**src/rtl/if_fetch_unit.sv**
```systemverilog
// IF-stage fetch front-end: PC owner, synchronous imem request, prefetch FIFO to decode.
// Optional IF_FETCH_PERF_EN adds perf_fetched / perf_stall counters.
module if_fetch_unit #(
    parameter logic [31:0] RESET_PC   = 32'h0000_0000,
    parameter int          FIFO_DEPTH = 2
) (
    input  logic        clk,
    input  logic        rst,
    output logic [31:0] imem_addr,
    input  logic [31:0] imem_instr,
    input  logic        redirect_valid,
    input  logic [31:0] redirect_pc,
    output logic        id_valid,
    input  logic        id_ready,
    output logic [31:0] id_pc,
    output logic [31:0] id_instr
`ifdef IF_FETCH_PERF_EN
    ,
    output logic [31:0] perf_fetched,
    output logic [31:0] perf_stall
`endif
);
    localparam int PTR_W = $clog2(FIFO_DEPTH);
    localparam int CNT_W = PTR_W + 1;

    logic [31:0]      fetch_pc_p0;
    logic             vld_p1;
    logic [31:0]      inflight_pc_p1;
    logic [31:0]      pc_q    [FIFO_DEPTH];
    logic [31:0]      instr_q [FIFO_DEPTH];
    logic [PTR_W-1:0] rd_ptr;
    logic [PTR_W-1:0] wr_ptr;
    logic [CNT_W-1:0] count;

    logic             pop;
    logic             push;
    logic             issue;
    logic [CNT_W:0]   occ;

    assign pop  = (count != '0) && id_ready;
    assign push = vld_p1 && !redirect_valid;
    // Occupancy after this edge, counting the request whose data is still in memory.
    assign occ   = {1'b0, count} + (CNT_W+1)'(vld_p1) - (CNT_W+1)'(pop);
    assign issue = !redirect_valid && (occ < (CNT_W+1)'(FIFO_DEPTH));

    assign imem_addr = fetch_pc_p0;
    assign id_valid  = (count != '0);
    assign id_pc     = pc_q[rd_ptr];
    assign id_instr  = instr_q[rd_ptr];

    always_ff @(posedge clk or posedge rst) begin
        if (rst) begin
            fetch_pc_p0    <= RESET_PC;
            vld_p1         <= 1'b0;
            inflight_pc_p1 <= '0;
            rd_ptr         <= '0;
            wr_ptr         <= '0;
            count          <= '0;
            for (int i = 0; i < FIFO_DEPTH; i++) begin
                pc_q[i]    <= '0;
                instr_q[i] <= '0;
            end
        end else if (redirect_valid) begin
            fetch_pc_p0 <= redirect_pc & ~32'h3;
            vld_p1      <= 1'b0;
            rd_ptr      <= '0;
            wr_ptr      <= '0;
            count       <= '0;
        end else begin
            // p1 -> FIFO: memory data returns for the request issued last edge
            if (push) begin
                pc_q[wr_ptr]    <= inflight_pc_p1;
                instr_q[wr_ptr] <= imem_instr;
                wr_ptr          <= wr_ptr + 1'b1;
            end
            if (pop)
                rd_ptr <= rd_ptr + 1'b1;
            count <= count + CNT_W'(push) - CNT_W'(pop);
            // p0 -> p1: request presented to memory
            if (issue) begin
                vld_p1         <= 1'b1;
                inflight_pc_p1 <= fetch_pc_p0;
                fetch_pc_p0    <= fetch_pc_p0 + 32'd4;
            end else begin
                vld_p1 <= 1'b0;
            end
        end
    end

`ifdef IF_FETCH_PERF_EN
    always_ff @(posedge clk or posedge rst) begin
        if (rst) begin
            perf_fetched <= '0;
            perf_stall   <= '0;
        end else begin
            if (push)
                perf_fetched <= perf_fetched + 32'd1;
            if (id_valid && !id_ready)
                perf_stall <= perf_stall + 32'd1;
        end
    end
`endif

endmodule

```
**config.mk**
```make
export PLATFORM = sky130hd
export DESIGN_NAME = if_fetch_unit
export DESIGN_NICKNAME = d
export VERILOG_FILES = /design/src/rtl/if_fetch_unit.sv
export SDC_FILE = /design/constraint.sdc
export NUM_CORES = 1
export LEC_CHECK = 0
export CORE_MARGIN = 8
export CORE_UTILIZATION = 49
export DETAILED_ROUTE_END_ITERATION = 10
export PLACE_DENSITY = 0.76
export SYNTH_ARGS = -nofsm -noshare
export SYNTH_HDL_FRONTEND = slang
export SYNTH_SLANG_ARGS = --single-unit
export TNS_END_PERCENT = 1
```
**constraint.sdc**
```tcl
create_clock -name clk -period 8.4 [get_ports clk]
set_input_delay 1.68 -clock clk [delete_from_list [all_inputs] [get_ports clk]]
set_output_delay 1.68 -clock clk [all_outputs]
set_load 0.01 [all_outputs]
```
==> impl_metrics.tcl, run 1 <==
set metrics [dict create \
    status "finished, final reports clean" \
    num_rows 48 \
    grt_pass1_vias 6224 \
    hold_start "instr_q[32]$_DFFE_PP0P_" \
    r2r-start "count[1]$_DFF_PP0_" \
    critPathMaxFanout 31 \
    fmax_ghz 0.209 \
    root_buffer "clkbuf_16" \
    synth.area.top_cells "dfrtp_1, mux2_2, mux2_1" \
    drt_iter0_markers 294 \
    gp_congestion 0.766 \
    start_util_pct 49.8 \
    wire_per_inst_um 19.5 \
    min_to "instr_q[32]$_DFFE_PP0P_" \
    die_y_um 148 \
    via_count 5660 \
    rr_worst_depth 8 \
    hold_path_depth 1 \
    pin_count 165 \
    critPathArrivalTime_ns 5.10 \
    yosysUniqueCellTypes 43 \
    cts-resized-gates 0 \
    fill_cells 1343 \
    drc 0 \
    antenna_found_initial 0 \
    rsz0062_at_grt "no" \
    drt_wl_total_um 20000 \
    p_switching_uw 1220 \
    clkPwrFrac_pct 20.7 \
    grt_overflow 0 \
    dr.pass1.iters 4 \
    worstReg2RegEnd "inflight_pc_p1[16]$_DFFE_PP0P_" \
    cp-end-kind "register" \
    fin_crit_sh_pct 57.0 \
    slew_headroom_pct 33.4 \
    tns_ns 0 \
    holdCritPathClass "reg -> reg" \
    ff2ff_setup_slack_ns 4.92 \
    synthesis.area_um2 8550 \
    die_w_um 148 \
    drv_cap 0 \
    path_class "in -> reg" \
    diodes 0 \
    finalSetupViolCount 0 \
    htreeDepth 4 \
    async_flop_share_pct 100 \
    place_hpwl_um 13600 \
    synthToLayoutAreaGrowth_pct 27.3 \
    coreArea_um2 17200 \
    drtAntennaViolNets 0 \
    dieArea_um2 21900 \
    cts_setup_buffers 0 \
    hold_viol 0 \
    synth_cells 639 \
    tightest_slew_ns 0.997 \
    synth_top_area_share_pct 55.3 \
    grt_util_all_layers_pct 19.1 \
    fin_skew_ns 0.00880 \
    cts_made_buffers 17 \
    seqPwrFrac_pct 39.9 \
    final_layout_size_suffix_gt1_share_pct 20.0 \
    syn_avg_cell_area_um2 13.4 \
    cp.required_ns 8.72 \
    power_frac_comb_pct 39.4 \
    finalNetCount 854 \
    synth_seq_cells 189 \
    cts_sinks 189 \
    tritoncts "done" \
    p_leak_uw 0.00445 \
    grt_max_degree 138 \
    p_per_area_nw_per_um2 357 \
    synth_ff_type "dfrtp_1" \
    synth-edff-count 0 \
    vdd_drop_max_v 0.000160 \
    vias_per_cell 5.54 \
    cts.path.max_buffers 2 \
    insertion_delay_ns 0.43 \
    swShare_pct 31.4 \
    seq_area_frac_synth_pct 55.3 \
    synth_top_cell_by_area "dfrtp_1" \
    slew_violations 0 \
    start_kind "input pin" \
    io_buffers 158 \
    yosys_warnings 0 \
    grt_pass1_wl_um 32900 \
    clk_pin_slew_ns 0.07 \
    internal-power_uw 2670 \
    ctsHoldBuffers 0 \
    total_power_uw 3880 \
    fin_crit_ns 4.79 \
]
## critical path: stages
cell             delay (ns)
clkdlybuf4s50_1        0.55
nand2_1                0.08
nor2_1                 0.18
o21ai_0                0.16
fa_1                   0.42
xnor2_2                0.50
nand2_1                0.28
nor2_4                 0.81
mux2_2                 0.42
## through the flow
step | instance area [um2] | worst slack [ns] | util, % | hold slack (ns) | std cells
6_report | 10900 | 3.61 | 63.4 | 0.481 | 1021
5_1_grt | 10900 | 3.32 | 63.4 | 0.498 | 1021
4_1_cts | 10900 | 3.56 | 63.4 | 0.487 | 1021
3_5_place_dp | 10300 | 3.10 | 59.9 | 0.471 | 989
3_3_place_gp | 10300 | 3.18 | 59.9 | 0.463 | 989
2_1_floorplan | 8560 | 1.58 | - | 0.454 | 642
## layout make-up
type                            count  area [um2]  share of cell area, %
Clock inverter                     13         146                   1.34
Sequential cell                   189        4730                   43.5
Inverter                            4        22.5                  0.207
Clock buffer                       19         453                   4.16
Tap cell                          225         282                   2.59
Timing Repair Buffer              162        1610                   14.8
Multi-Input combinational cell    409        3640                   33.4
## Yosys cell counts, types with 2 or more instances
| cell type | n |
|---|---|
| buf_4 | 5 |
| o21ai_0 | 10 |
| xnor2_1 | 3 |
| nand4_1 | 7 |
| ha_1 | 2 |
| dfrtp_1 | 189 |
| buf_1 | 10 |
| nand2_1 | 28 |
| nand3_1 | 20 |
| buf_6 | 2 |
| inv_1 | 3 |
| o211ai_1 | 5 |
| or3_1 | 4 |
| a31oi_1 | 14 |
| nor2_1 | 21 |
| nor2b_1 | 6 |
| and3_1 | 7 |
| or4_1 | 18 |
| xor2_1 | 8 |
| mux2_1 | 105 |
| and4_1 | 2 |
| or2_2 | 2 |
| o31ai_1 | 10 |
| buf_2 | 14 |
| a221oi_1 | 2 |
| mux2_2 | 112 |
| clkbuf_1 | 9 |
| and2_1 | 2 |
| o21ai_1 | 5 |
## layer usage
layer | part of all wire, % | global-route usage [%]
met5 | 0 | 0
met4 | 2.0 | 7.80
met3 | 5.6 | 4.62
met2 | 49 | 31.6
met1 | 43 | 23.5
## cell usage in the layout (no fill, tap or decap), types with 2 or more instances in the layout
cell and count:
clkbuf_8 2, inv_8 4, nor2_1 20, and4_1 2, mux2_2 112, ha_1 2, nand2_1 27, nand4_1 7
and3_1 7, mux2_1 105, clkbuf_16 17, dfrtp_1 188, buf_4 4, inv_1 2, or2_2 2, a221oi_1 2
conb_1 4, o21ai_1 5, xnor2_1 3, inv_6 4, clkinv_4 3, or4_1 18, and2_1 2, clkdlybuf4s50_1 158
o31ai_1 10, or3_1 4, o21ai_0 10, a31oi_1 14, o211ai_1 5, nand3_1 20, xor2_1 8, nor2b_1 5
## worst max path at each step
stage / start / to / slack (ns) / cells after the start
2_1_floorplan: rst / count[0]$_DFF_PP0_ / 1.58 / 1
3_5_place_dp: id_ready / inflight_pc_p1[16]$_DFFE_PP0P_ / 3.10 / 9
3_3_place_gp: id_ready / inflight_pc_p1[16]$_DFFE_PP0P_ / 3.18 / 9
6_report: id_ready / inflight_pc_p1[16]$_DFFE_PP0P_ / 3.61 / 9
4_1_cts: id_ready / inflight_pc_p1[12]$_DFFE_PP0P_ / 3.56 / 9
5_1_grt: id_ready / inflight_pc_p1[12]$_DFFE_PP0P_ / 3.32 / 9
## logic make-up (layout without fill, tap and decap cells)
kind of cell / count (synthesis) / after routing / share of synthesized area [%]
muxes: 218 / 218 / 28.7
DFF: 189 / 189 / 55.3
and+or+nand+nor: 124 / 124 / 8.00
AOI/OAI and AO/OA: 48 / 48 / 3.57
buffers and inverters: 44 / 198 / 2.53
xor gates and xnor gates: 12 / 12 / 1.32
adders and majority gates: 3 / 3 / 0.527
other: 1 / 4 / 0.0439
## registers in the layout (all words and copies together) (netlist names)
signal	count
rd_ptr	1
inflight_pc_p1	30
vld_p1	1
pc_q	60
instr_q	64
count	2
imem_addr	30
wr_ptr	1
## power by group through the flow
stage	Sequential (uW)	Clock, uW	Combinational [uW]
final	1550	804	1530
after global routing	1610	860	1660
after CTS	1550	824	1570
after detailed placement	1570	0	1550
after global placement	1530	0	1510
after floorplan	1490	0	923
No activity file was read; power rests on OpenSTA's default activity.
==> inputs of run 2 (changes only) <==
==> constraint.sdc (replaced) <==
create_clock -name clk -period 4.9 [get_ports clk]
set_input_delay 0.98 -clock clk [delete_from_list [all_inputs] [get_ports clk]]
set_output_delay 0.98 -clock clk [all_outputs]
set_load 0.01 [all_outputs]
==> run 2 against run 1 <==
Net effect: worst setup slack got worse by 2.4 ns; sequential power increased by 74%; non-clock buffer count is 6 higher; combinational power is 72% higher; hold slack better by 0.0041 ns; cell count increased by 0.59%; sequential cell count did not move; register-to-register slack worse by 3.0 ns; total power is 75% higher; via count grew 1.8%.
==> impl_metrics.tcl, run 2 (same netlist as run 1, synthesis figures left out) <==
set metrics [dict create \
    status "finished, final reports clean" \
    finalSetupViolCount 0 \
    gp_congestion 0.772 \
    drv_cap 0 \
    start_kind "register" \
    ctsHoldBuffers 0 \
    grt_max_degree 125 \
    regMostFlops "instr_q" \
    start_util_pct 49.8 \
    wire_per_inst_um 19.6 \
    power_frac_comb_pct 38.7 \
    clk_pin_slew_ns 0.06 \
    root_buffer "clkbuf_16" \
    via_count 5763 \
    clkPwrFrac_pct 21.8 \
    htreeDepth 4 \
    largest_reg_flops 64 \
    fill_cells 1331 \
    path_class "reg -> out" \
    fmax_ghz 0.271 \
    ff2ff_setup_slack_ns 1.88 \
    io_buffers 158 \
    synthToLayoutAreaGrowth_pct 28.5 \
    diodes 0 \
    p_per_area_nw_per_um2 619 \
    drt_iter0_markers 283 \
    slew_violations 0 \
    grt_overflow 0 \
    cts-resized-gates 0 \
    rr_worst_depth 9 \
    drt_wl_total_um 20100 \
    mostFrequentLayoutCells "dfrtp_1, clkdlybuf4s50_1, mux2_2" \
    tightest_slew_ns 0.978 \
    cts_made_buffers 17 \
    place_hpwl_um 14000 \
    fin_crit_ns 3.69 \
    die_y_um 148 \
    finalNetCount 860 \
    top_regs "instr_q (64), pc_q (60)" \
    total_power_uw 6800 \
    crit_end "id_pc[2]" \
    cp.required_ns 3.92 \
    vdd_drop_max_v 0.000281 \
    worstReg2RegEnd "imem_addr[17]$_DFFE_PP0P_" \
    r2r-start "count[1]$_DFF_PP0_" \
    cts_sinks 189 \
    swShare_pct 30.7 \
    p_switching_uw 2090 \
    worst_slack_ns 1.21 \
    antenna_found_initial 1 \
    tns_ns 0 \
    num_rows 48 \
    rsz0062_at_grt "no" \
    cts_setup_buffers 0 \
    dieArea_um2 21900 \
    drtAntennaViolNets 0 \
    holdCritPathClass "reg -> reg" \
    critPathMaxFanout 39 \
    coreArea_um2 17200 \
    pin_count 165 \
    die_w_um 148 \
    place_ws_ns 0.872 \
    slew_headroom_pct 34.8 \
    vias_per_cell 5.61 \
    grt_util_all_layers_pct 19.2 \
    grt_pass1_vias 6343 \
    seqPwrFrac_pct 39.5 \
    fin_crit_sh_pct 75.2 \
    final_layout_size_suffix_gt1_share_pct 20.4 \
    cp-end-kind "primary output" \
    fin_skew_ns 0.00880 \
    drc 0 \
    insertion_delay_ns 0.43 \
    grt_pass1_wl_um 33600 \
    cts.path.max_buffers 2 \
    p_leak_uw 0.00448 \
    internal-power_uw 4720 \
    tritoncts "done" \
    critPathArrivalTime_ns 2.71 \
    final_common_cell "dfrtp_1" \
    cp-startpoint "rd_ptr$_DFFE_PP0P_" \
    hold_viol 0 \
    dr.pass1.iters 4 \
]
-- run 2: cell types whose count changed in the layout (fill, tap and decap cells not counted), sizes merged --
| cell | delta |
|---|---|
| buf | +6 |
| bufinv | +3 |
| clkbuf | -1 |
| clkinv | -4 |
| clkinvlp | +5 |
| inv | -3 |
-- run 2: area by class of cell --
| type | instances | area, um2 | share of cell area, % |
|---|---|---|---|
| sequential | 189 | 4730 | 43.1 |
| multi-input combinational | 409 | 3640 | 33.1 |
| timing repair buffer | 168 | 1680 | 15.3 |
| clock buffer | 18 | 429 | 3.91 |
| tap | 225 | 282 | 2.56 |
| clock inverter | 14 | 206 | 1.88 |
| inverter | 4 | 18.8 | 0.171 |
-- run 2: power groups by stage --
stage | Combinational [uW] | Clock (uW) | Sequential [uW]
2_1_floorplan | 1580 | 0 | 2550
3_3_place_gp | 2600 | 0 | 2650
3_5_place_dp | 2670 | 0 | 2720
4_1_cts | 2690 | 1510 | 2700
5_1_grt | 2850 | 1580 | 2790
6_report | 2630 | 1480 | 2690
-- run 2: routing by layer --
metal	part of all wire (%)	wire (um)	GRT usage, %	vias to the layer above
met4	1.9	382	7.09	2
met5	0.045	9	0	-
met3	5.4	1090	4.83	29
li1	-	-	-	2628
met2	49	9930	32.2	170
met1	43	8720	23.5	2934
-- run 2: worst min path at each step --
stage	cells past startpoint	to	from	slack (ns)
after CTS	1	pc_q[58]$_DFFE_PP0P_	pc_q[58]$_DFFE_PP0P_	0.49
final	1	pc_q[63]$_DFFE_PP0P_	pc_q[63]$_DFFE_PP0P_	0.48
after floorplan	1	instr_q[32]$_DFFE_PP0P_	instr_q[32]$_DFFE_PP0P_	0.45
after global placement	1	instr_q[42]$_DFFE_PP0P_	instr_q[42]$_DFFE_PP0P_	0.46
after global routing	1	pc_q[56]$_DFFE_PP0P_	pc_q[56]$_DFFE_PP0P_	0.51
after detailed placement	1	pc_q[58]$_DFFE_PP0P_	pc_q[58]$_DFFE_PP0P_	0.47
-- run 2: through the flow --
step                      instances  area [um2]  util (%)  hold slack (ns)
after global placement          995       10400      60.3            0.463
after floorplan                 642        8570         -            0.454
after global routing           1027       11000      64.0            0.506
after CTS                      1027       11000      64.0            0.490
final                          1027       11000      64.0            0.485
after detailed placement        995       10400      60.3            0.474
-- run 2: critical path: stages (launching register included) --
cell and delay (ns):
dfrtp_2 1.01, buf_4 0.39, mux2_2 0.38, clkdlybuf4s50_1 0.49
